## config.mk

```make
export PLATFORM = sky130hd
export DESIGN_NAME = fetch_ctrl
export DESIGN_NICKNAME = d
export VERILOG_FILES = /design/src/rtl/fetch_pkg.sv /design/src/rtl/fetch_ctrl.sv
export SDC_FILE = /design/constraint.sdc
export NUM_CORES = 1
export LEC_CHECK = 0
export ABC_CLOCK_PERIOD_IN_PS = 2300
export BUFFER_PORTS_ARGS = -buffer_cell sky130_fd_sc_hd__buf_4
export CAP_MARGIN = 20
export CORE_UTILIZATION = 40
export DETAILED_ROUTE_END_ITERATION = 16
export PLACE_DENSITY = 0.66
export SLEW_MARGIN = 15
export SYNTH_ARGS = -nofsm -noshare
export SYNTH_HDL_FRONTEND = slang
export SYNTH_SLANG_ARGS = --single-unit
```

## constraint.sdc

```tcl
create_clock -name clk -period 2.3 [get_ports clk]
set_input_delay 0.69 -clock clk [delete_from_list [all_inputs] [get_ports clk]]
set_output_delay 0.69 -clock clk [all_outputs]
set_load 0.05 [all_outputs]
```

## src/rtl/fetch_pkg.sv

```systemverilog
// Shared definitions for the instruction fetch controller: state encoding,
// instruction size and the default reset fetch address.
package fetch_pkg;

  typedef enum logic [1:0] {
    ST_REQ   = 2'd0,
    ST_WAIT  = 2'd1,
    ST_VALID = 2'd2,
    ST_DRAIN = 2'd3
  } fetch_state_e;

  localparam logic [31:0] INSTR_BYTES      = 32'd4;
  localparam logic [31:0] DEFAULT_RESET_PC = 32'h0000_0000;

  function automatic logic [31:0] word_align(input logic [31:0] addr);
    return {addr[31:2], 2'b00};
  endfunction

endpackage

```

## src/rtl/fetch_ctrl.sv

```systemverilog
// Instruction fetch sequencer: one outstanding memory request at a time,
// redirect handling with response draining, and a held output slot.
module fetch_ctrl
  import fetch_pkg::*;
#(
  parameter logic [31:0] RESET_PC = DEFAULT_RESET_PC
) (
  input  logic        clk,
  input  logic        rst,
  input  logic        hold,
  input  logic        redirect,
  input  logic [31:0] redirect_pc,
  output logic        imem_req,
  output logic [31:0] imem_addr,
  input  logic        imem_gnt,
  input  logic        imem_rvalid,
  input  logic [31:0] imem_rdata,
  output logic        readValid,
  output logic [31:0] pc_out,
  output logic [31:0] instr_out
);

  fetch_state_e state_reg, state_next;
  logic [31:0]  pc_reg, pc_next;
  logic [31:0]  req_pc_reg, req_pc_next;
  logic [31:0]  pc_out_reg, pc_out_next;
  logic [31:0]  instr_reg, instr_next;
  logic         valid_reg, valid_next;
  logic [31:0]  target;

  assign target = word_align(redirect_pc);

  always_comb begin
    state_next  = state_reg;
    pc_next     = pc_reg;
    req_pc_next = req_pc_reg;
    pc_out_next = pc_out_reg;
    instr_next  = instr_reg;
    valid_next  = valid_reg;
    case (state_reg)
      ST_REQ: begin
        // A redirect wins over a same-cycle grant; the grant is not recorded.
        if (redirect) begin
          pc_next = target;
        end else if (imem_gnt) begin
          req_pc_next = pc_reg;
          pc_next     = pc_reg + INSTR_BYTES;
          state_next  = ST_WAIT;
        end
      end
      ST_WAIT: begin
        if (redirect) begin
          pc_next    = target;
          state_next = imem_rvalid ? ST_REQ : ST_DRAIN;
        end else if (imem_rvalid) begin
          pc_out_next = req_pc_reg;
          instr_next  = imem_rdata;
          valid_next  = 1'b1;
          state_next  = ST_VALID;
        end
      end
      ST_VALID: begin
        if (redirect) begin
          pc_next    = target;
          valid_next = 1'b0;
          state_next = ST_REQ;
        end else if (!hold) begin
          valid_next = 1'b0;
          state_next = ST_REQ;
        end
      end
      ST_DRAIN: begin
        // The stale response still has to arrive before a new request may
        // issue, so a redirect here only retargets the pc.
        if (redirect) begin
          pc_next = target;
        end
        if (imem_rvalid) begin
          state_next = ST_REQ;
        end
      end
      default: state_next = ST_REQ;
    endcase
  end

  always_ff @(posedge clk) begin
    if (rst) begin
      state_reg  <= ST_REQ;
      pc_reg     <= RESET_PC;
      req_pc_reg <= 32'h0;
      pc_out_reg <= 32'h0;
      instr_reg  <= 32'h0;
      valid_reg  <= 1'b0;
    end else begin
      state_reg  <= state_next;
      pc_reg     <= pc_next;
      req_pc_reg <= req_pc_next;
      pc_out_reg <= pc_out_next;
      instr_reg  <= instr_next;
      valid_reg  <= valid_next;
    end
  end

  assign imem_req  = (state_reg == ST_REQ) && !rst;
  assign imem_addr = pc_reg;
  assign readValid = valid_reg;
  assign pc_out    = pc_out_reg;
  assign instr_out = instr_reg;

endmodule

```

Yosys cells after proc, flatten, opt, wreduce, memory -nomap -nowiden
Index checks and enable logic that the tools add are counted.
Word-level totals
  memories: 0
  output and inout port bits: 98
  bits in read-only memories: 0
  register bits after elaboration: 131
  RAM bits: 0
  bits of input ports: 70
  bits in latches: 0
  word-level logic and storage cells: 48
Cells by class
  mux-type cells: 18
  $mul: 0
  $lt $le $gt $ge: 0
  add/sub/neg operators: 1
  div/mod/pow operators: 0
  reductions and logical operators: 10
  shift operators: 0
  equal/unequal tests: 12
  bitwise gates (word level): 1
Operators with widths (count)
  2-to-1 mux 32 bit: 3
  one-hot mux 32 bit (2 select lines): 1
  adder 32 x 3 -> 32 bit, second input constant: 1
  2-to-1 mux 2 bit: 8
  != test 2 bit, second input constant: 5
  != test 3 bit, second input constant: 3
  one-hot mux 2 bit (4 select lines): 1
  AND reduction 3 bit: 2
  AND reduction 5 bit: 1
  == test 2 bit, second input constant: 2
  2-to-1 mux 1 bit: 4
  AND reduction 4 bit: 1
  OR reduction 3 bit: 1
  == test 2 x 1 -> 1 bit, second input constant: 1
  logical NOT 2 bit: 1
  != test 2 x 1 -> 1 bit, second input constant: 1
  one-hot mux 1 bit (2 select lines): 1
  AND reduction 2 bit: 1
  nonzero test 2 bit: 1
  logical AND 1 bit: 1
  logical NOT 1 bit: 1
  NOT 1 bit: 1

Longest topological paths before layout
Gate-level depths: netlist of the first run.
  depth in word-level cells: 4
  depth in mapped cells: 7
  depth with buffers taken out: 6

Least setup slack after synthesis of the first run
No wires, ideal clock.
  kind: input-to-output
  from: in rst
  to: out imem_req
  slack: -513 ps
  stages: 3
  required time: 1610 ps
  path buffers: 2
  arrival time: 2123 ps
  cell sequence: clkbuf_1 > clkbuf_1 > nor3_1
Between the ends
  word-level cells in the longest chain between the ends: 2
RTL lines
  start: declaration: RTL line fetch_ctrl.sv:9  | input logic rst,
  logical NOT 1 bit: RTL line fetch_ctrl.sv:104  | assign imem_req = (state_reg == ST_REQ) && !rst;
  logical AND 1 bit: RTL line fetch_ctrl.sv:104
  end: declaration: RTL line fetch_ctrl.sv:13  | output logic imem_req,
No other way between the ends.

Worst setup path after layout of the first run
  from: reg state_reg[1]
  to: out imem_req
Between the ends
  word-level cells in the longest chain between the ends: 2
RTL lines
  start: declaration: RTL line fetch_ctrl.sv:23  | fetch_state_e state_reg, state_next;
  start signal: assignment: RTL line fetch_ctrl.sv:95  | state_reg <= state_next;
  logical NOT 2 bit: RTL line fetch_ctrl.sv:104
  logical AND 1 bit: RTL line fetch_ctrl.sv:104
No other way between the ends.

==> results of run 1 <==
worst max path at each step:
stage                                           from                    endpoint  slack (ns)  depth (start not counted)
final                      state_reg[1]$_SDFFE_PP0P_                    imem_req        0.25                          3
after global routing       imem_addr[2]$_SDFFE_PP0P_  imem_addr[12]$_SDFFE_PP0P_      0.0003                          6
after CTS                  state_reg[1]$_SDFFE_PP0P_                    imem_req        0.23                          3
after detailed placement                    imem_gnt  imem_addr[15]$_SDFFE_PP0P_        0.07                          6
after global placement                      imem_gnt  imem_addr[15]$_SDFFE_PP0P_        0.09                          6
after floorplan           imem_addr[15]$_SDFFE_PP0P_  imem_addr[31]$_SDFFE_PP0P_        0.07                          5
power by group through the flow:
stage / Combinational [mW] / Clock (mW) / Sequential (mW)
finish: 0.655 / 2.47 / 2.31
CTS: 0.657 / 2.51 / 2.31
floorplan: 0.256 / 0 / 2.50
detailed placement: 0.654 / 0 / 2.36
global route: 0.703 / 2.63 / 2.32
global placement: 0.648 / 0 / 2.35
cell usage in the layout (no fill, tap or decap), drive strengths merged, types with 2 or more instances in the layout:
master / instances
a2111oi: 3
a211oi: 3
a21oi: 116
a311oi: 3
a31oi: 2
and2: 3
and3: 4
buf: 183
clkbuf: 23
clkinv: 7
conb: 4
dfxtp: 125
inv: 21
mux2: 2
mux2i: 5
nand2: 200
nand2b: 6
nand3: 12
nand4: 12
nor2: 21
nor2b: 4
nor3: 17
nor3b: 2
nor4: 4
o21a: 10
o21ai: 7
o31a: 2
o31ai: 2
o41ai: 2
or3: 2
xnor2: 12
xor2: 2
per-stage QoR:
step	std cells	util	setup WS (ns)	power (mW)	area, µm²
2_1_floorplan	668	-	0.0678	2.76	5180
3_3_place_gp	973	0.525	0.0856	3.00	6600
3_5_place_dp	973	0.525	0.0723	3.01	6600
4_1_cts	1004	0.569	0.225	5.48	7150
5_1_grt	1004	0.569	0.000265	5.65	7150
6_report	1004	0.569	0.247	5.44	7150
cell families (layout without fill, tap and decap cells):
| logic type | count (synthesis) | in the layout | share of synthesized area |
|---|---|---|---|
| fa+ha+maj | 1 | 1 | 0.00243 |
| other cells | 1 | 4 | 0.000729 |
| compound gates | 154 | 154 | 0.168 |
| simple gates | 292 | 292 | 0.248 |
| xor+xnor | 14 | 14 | 0.0238 |
| buf+inv | 71 | 235 | 0.0566 |
| flops | 125 | 125 | 0.486 |
| mux | 7 | 7 | 0.0141 |
cell usage after synthesis (2+ instances only):
cell type  number  share of area
a2111oi_0       2         0.0034
a211oi_1        3         0.0044
a21oi_1       116           0.11
a311oi_1        3         0.0051
a31oi_1         2         0.0024
and2_1          3         0.0036
and3_1          4         0.0049
buf_1           4         0.0029
buf_4           4         0.0058
clkbuf_1       39          0.028
clkbuf_2        2         0.0019
dfxtp_1       125           0.49
inv_1          21          0.015
mux2_2          2         0.0044
mux2i_1         5         0.0097
nand2_1       200           0.15
nand2b_1        6         0.0073
nand3_1        12          0.012
nand4_1        12          0.015
nor2_1         21          0.015
nor2b_1         4         0.0049
nor3_1         15          0.015
nor3_2          2         0.0039
nor3b_1         2         0.0029
nor4_1          3         0.0036
o21a_1         10          0.015
o21ai_0         7         0.0068
o31a_1          2         0.0034
o31ai_1         2         0.0029
o41ai_1         2         0.0034
xnor2_1        12          0.020
xor2_1          2         0.0034
worst max-delay path, delay by kind of cell, from the launching register on:
kind                   cells  cell delay, ns
AND/OR/NAND/NOR            1            0.23
buffers and inverters      2            0.40
flip-flops                 1            0.33
area by class of cell:
type / count / share of cell area
Clock inverter: 8 / 0.00910
Inverter: 21 / 0.0110
Clock buffer: 23 / 0.0683
Sequential cell: 125 / 0.350
Multi-Input combinational cell: 472 / 0.334
Tap cell: 172 / 0.0301
Timing Repair Buffer: 183 / 0.197
routing by layer:
metal,vias to the layer above,global-route usage,wire (µm)
met5,-,0,0
met4,0,0.0900,315
met3,22,0.0387,984
met2,198,0.324,6150
met1,2245,0.278,6260
li1,2537,-,-
==> results.md, run 1 <==
- Status: finished clean
- Height of the die: 115 µm
- Antenna Cells: 0
- CTS Hold Bufs: 0
- Final Skew: 0.00571 ns
- Gr usage total: 0.207
- Avg Cell Area, Syn: 7.74 µm²
- Combinational share of power: 0.120
- Clock transition at path regs: 0.05 ns
- DR DRC count: 0
- Initial drt markers: 417
- Flop2flop setup slack: 0.28 ns
- Hold path endpoint: pc_out[26]$_SDFFE_PP0P_
- Synth Warn #: 0
- Grt ovf: 0
- Min-Delay Path Depth: 2
- Share of power burned in registers: 0.425
- Die area: 13,300 µm²
- Number of flip-flops in the largest register: 32
- Crit path time final: 2.05 ns
- Most used cell, CP: buf_4
- Antenna violations before repair: 0
- Sw power: 1.38 mW
- Net Sw Frac: 0.253
- Worst vdd ir: 0.471 mV
- Area of the multi-input gates: 2380 µm²
- Netlist cell types: 48
- Worst slew pin tran: 0.601 ns
- Routed via count: 5,002
- Post-synthesis sequential area ratio: 0.486
- Synthesized area: 5150 µm²
- First-pass GRT wire length: 21,600 µm
- TritonCTS Sinks: 125
- Port bufs: 161
- Starting density of the core: 0.409
- Worst EP required: 1.61 ns
- Number of flops mapped to enable cells by yosys: 0
- Worst setup EP type: primary output
- 1st-pass router iterations: 5
- H-tree levels: 4
- Max-slew headroom: 0.599
- DR vias/cell: 4.98
- Highest Clock Rate: 487 MHz
- Post-CTS Setup Inserts: 0
- Crit-path cells: buf_4 > nor3_4 > buf_4
- Slowest library cell on the worst path: dfxtp_1
- #FFs+latches synth: 125
- Final #Nets: 891
- Lkg Pwr: 2.88 nW
- Int Pwr: 4.06 mW
- Area grow syn2layout: 38.9%
- Unrepaired setup endpoints after global routing: no
- Site row count: 41
- Fin. Hold Viols: 0
- PD cells: 761 nW/µm²
- Final Cycle Share: 0.892
- R2R cell count: 5
- Async SR Flop Fraction: 0
- Layout cells sized above 1: 0.273
- Seq. cell area: 2500 µm²
- Post-cts resize count: 0
- Arrival @ worst endpoint: 1.36 ns
- Die Wd: 115 µm
- CTS tree: yes
- Crit-path max FO: 5
- Post-DP HPWL: 9510 µm
- Largest net degree at the start of global routing: 126
- Inserted Clock Buffers: 17
- Clock root cell: clkbuf_16
- R2R Path Start: imem_addr[2]$_SDFFE_PP0P_
- Hold wc startpoint: req_pc_reg[26]$_SDFFE_PP0P_
- Number of setup violations in the final report: 0
- Reg2reg end: imem_addr[16]$_SDFFE_PP0P_
- Final ANT Viol Nets: 0
- Routed WL: 13,700 µm
- Deepest clock path buffer count: 2
- Post-Synthesis Cells: 665
- Critical path class: reg2out
- Number of max-cap violations: 0
- CP peak stage delay: 0.33 ns
- Clk_lat worst skew: 0.40 ns
- Launching element type of the critical path: flip-flop
- Final GP Congestion: 0.826
- Synth Flop Type: dfxtp_1
- Min-Delay Path Class: reg2reg
- Core area: 12,600 µm²
- DR WL/cell: 13.6 µm
- Final slew viol count: 0
- Setup TNS Final: 0 ns
- Clock power frac: 0.454
- Hold_ws: 0.453 ns
- Io pins: 168
- Number of global-route vias before repair: 4,482
- Fillers: 1,193
(Power assumes the default switching activity.)
==> inputs of run 2 (changes only) <==
Settings changed: BUFFER_PORTS_ARGS -buffer_cell sky130_fd_sc_hd__buf_4 to not set, DONT_BUFFER_PORTS set to 1, PLACE_DENSITY 0.66 to 0.55.
==> results.md, run 2 (synthesis gave the netlist of run 1 again) <==
- Most common cell after layout, fill and taps aside: nand2_1
- Highest Clock Rate: 479 MHz
- Grt ovf: 0
- Slowest library cell on the worst path: nor3_4
- Layout cells sized above 1: 0.118
- CTS tree: yes
- Number of setup violations in the final report: 0
- Area grow syn2layout: 17.1%
- Final Core Density: 0.480
- Hold_ws: 0.365 ns
- Share of power burned in registers: 0.455
- Site row count: 41
- H-tree levels: 4
- Met2 Usage GRT: 0.287
- CP peak stage delay: 0.51 ns
- Inserted Clock Buffers: 17
- Combinational share of power: 0.094
- Pre-CTS setup slack: 0.138 ns
- 1st-pass router iterations: 5
- Post-cts resize count: 0
- Final Non-Filler Cells: 861
- Worst setup EP type: primary output
- Final ANT Viol Nets: 0
- Routed via count: 4,494
- Fin. Hold Viols: 0
- Final GP Congestion: 0.857
- Launching element type of the critical path: flip-flop
- Starting density of the core: 0.409
- First-pass GRT wire length: 20,200 µm
- Port bufs: 0
- Met3 GRT Util: 0.0790
- Number of max-cap violations: 0
- Clock power frac: 0.451
- Crit-path cells: buf_4 > nor3_4
- Worst EP required: 1.61 ns
- Largest net degree at the start of global routing: 127
- DR DRC count: 0
- Top delay family on crit path: simple AND/OR/NAND/NOR gates
- Most frequent cells in the layout: nand2_1 (199), dfxtp_1 (123), a21oi_1 (116), buf_4 (42)
- Final #Nets: 751
- Die area: 13,300 µm²
- Total Power: 5.10 mW
- Sw power: 1.25 mW
- Status: finished clean
- Crit path time final: 2.09 ns
- Gr usage total: 0.199
- Deepest clock path buffer count: 2
- Grt met1 use: 0.258
- Die Wd: 115 µm
- Crit path buf inv count: 1
- Worst slew pin tran: 0.697 ns
- Arrival @ worst endpoint: 1.40 ns
- Clk_lat worst skew: 0.41 ns
- Crit-path max FO: 7
- Cells after DPL: 833
- DR WL/cell: 15.1 µm
- Clock transition at path regs: 0.05 ns
- Gr busiest metal: met2
- Setup TNS Final: 0 ns
- Post-DP HPWL: 9020 µm
- Final Cycle Share: 0.908
- Critical path class: reg2out
- Post-CTS Setup Inserts: 0
- Int Pwr: 3.85 mW
- PD cells: 846 nW/µm²
- Final Skew: 0.00614 ns
- Worst vdd ir: 0.472 mV
- Number of global-route vias before repair: 3,913
- Io pins: 168
- Antenna violations before repair: 0
- Routed WL: 13,000 µm
- Unrepaired setup endpoints after global routing: no
- Net Sw Frac: 0.246
- Initial drt markers: 242
- Max-slew headroom: 0.535
- Final Worst Setup Slack: 0.211 ns
- Antenna Cells: 0
- Core area: 12,600 µm²
- Min-Delay Path Class: in2reg
- Post-DP Area: 5520 µm²
- Clock root cell: clkbuf_16
- Height of the die: 115 µm
- Final slew viol count: 0
- CTS Hold Bufs: 0
- Lkg Pwr: 2.12 nW
- DR vias/cell: 5.22
- Fin area: 6030 µm²
- TritonCTS Sinks: 125
- Number of flip-flops in the largest register: 32
==> run 2: power by group through the flow <==
stage	clock [mW]	sequential [mW]	combinational, mW
floorplan	0	2.50	0.256
global placement	0	2.36	0.475
detailed placement	0	2.36	0.481
CTS	2.36	2.32	0.483
global route	2.46	2.33	0.524
finish	2.30	2.32	0.481
==> run 2: layer usage <==
layer  share of wire  wire length [µm]
met5               0                 0
met2            0.43              5590
met4           0.014               186
met1            0.46              5940
met3           0.097              1250
==> run 2: area by class of cell <==
cell class / count / area, µm²
clock inverters: 2 / 10.0
well taps: 172 / 215
clock buffers: 26 / 499
inverters: 21 / 78.8
flip-flops and latches: 125 / 2500
multi-input cells: 472 / 2380
repair buffers: 43 / 335
fillers: 1246 / 6540
==> run 2: path summary, 6_finish.rpt <==
path,startpoint,endpoint,slack [ns],depth (start not counted)
max,state_reg[1]$_SDFFE_PP0P_,imem_req,0.21,2
min,rst,imem_addr[30]$_SDFFE_PP0P_,0.37,1
max reg2reg,imem_addr[2]$_SDFFE_PP0P_,imem_addr[16]$_SDFFE_PP0P_,0.26,5
min reg2reg,req_pc_reg[26]$_SDFFE_PP0P_,req_pc_reg[26]$_SDFFE_PP0P_,0.45,2
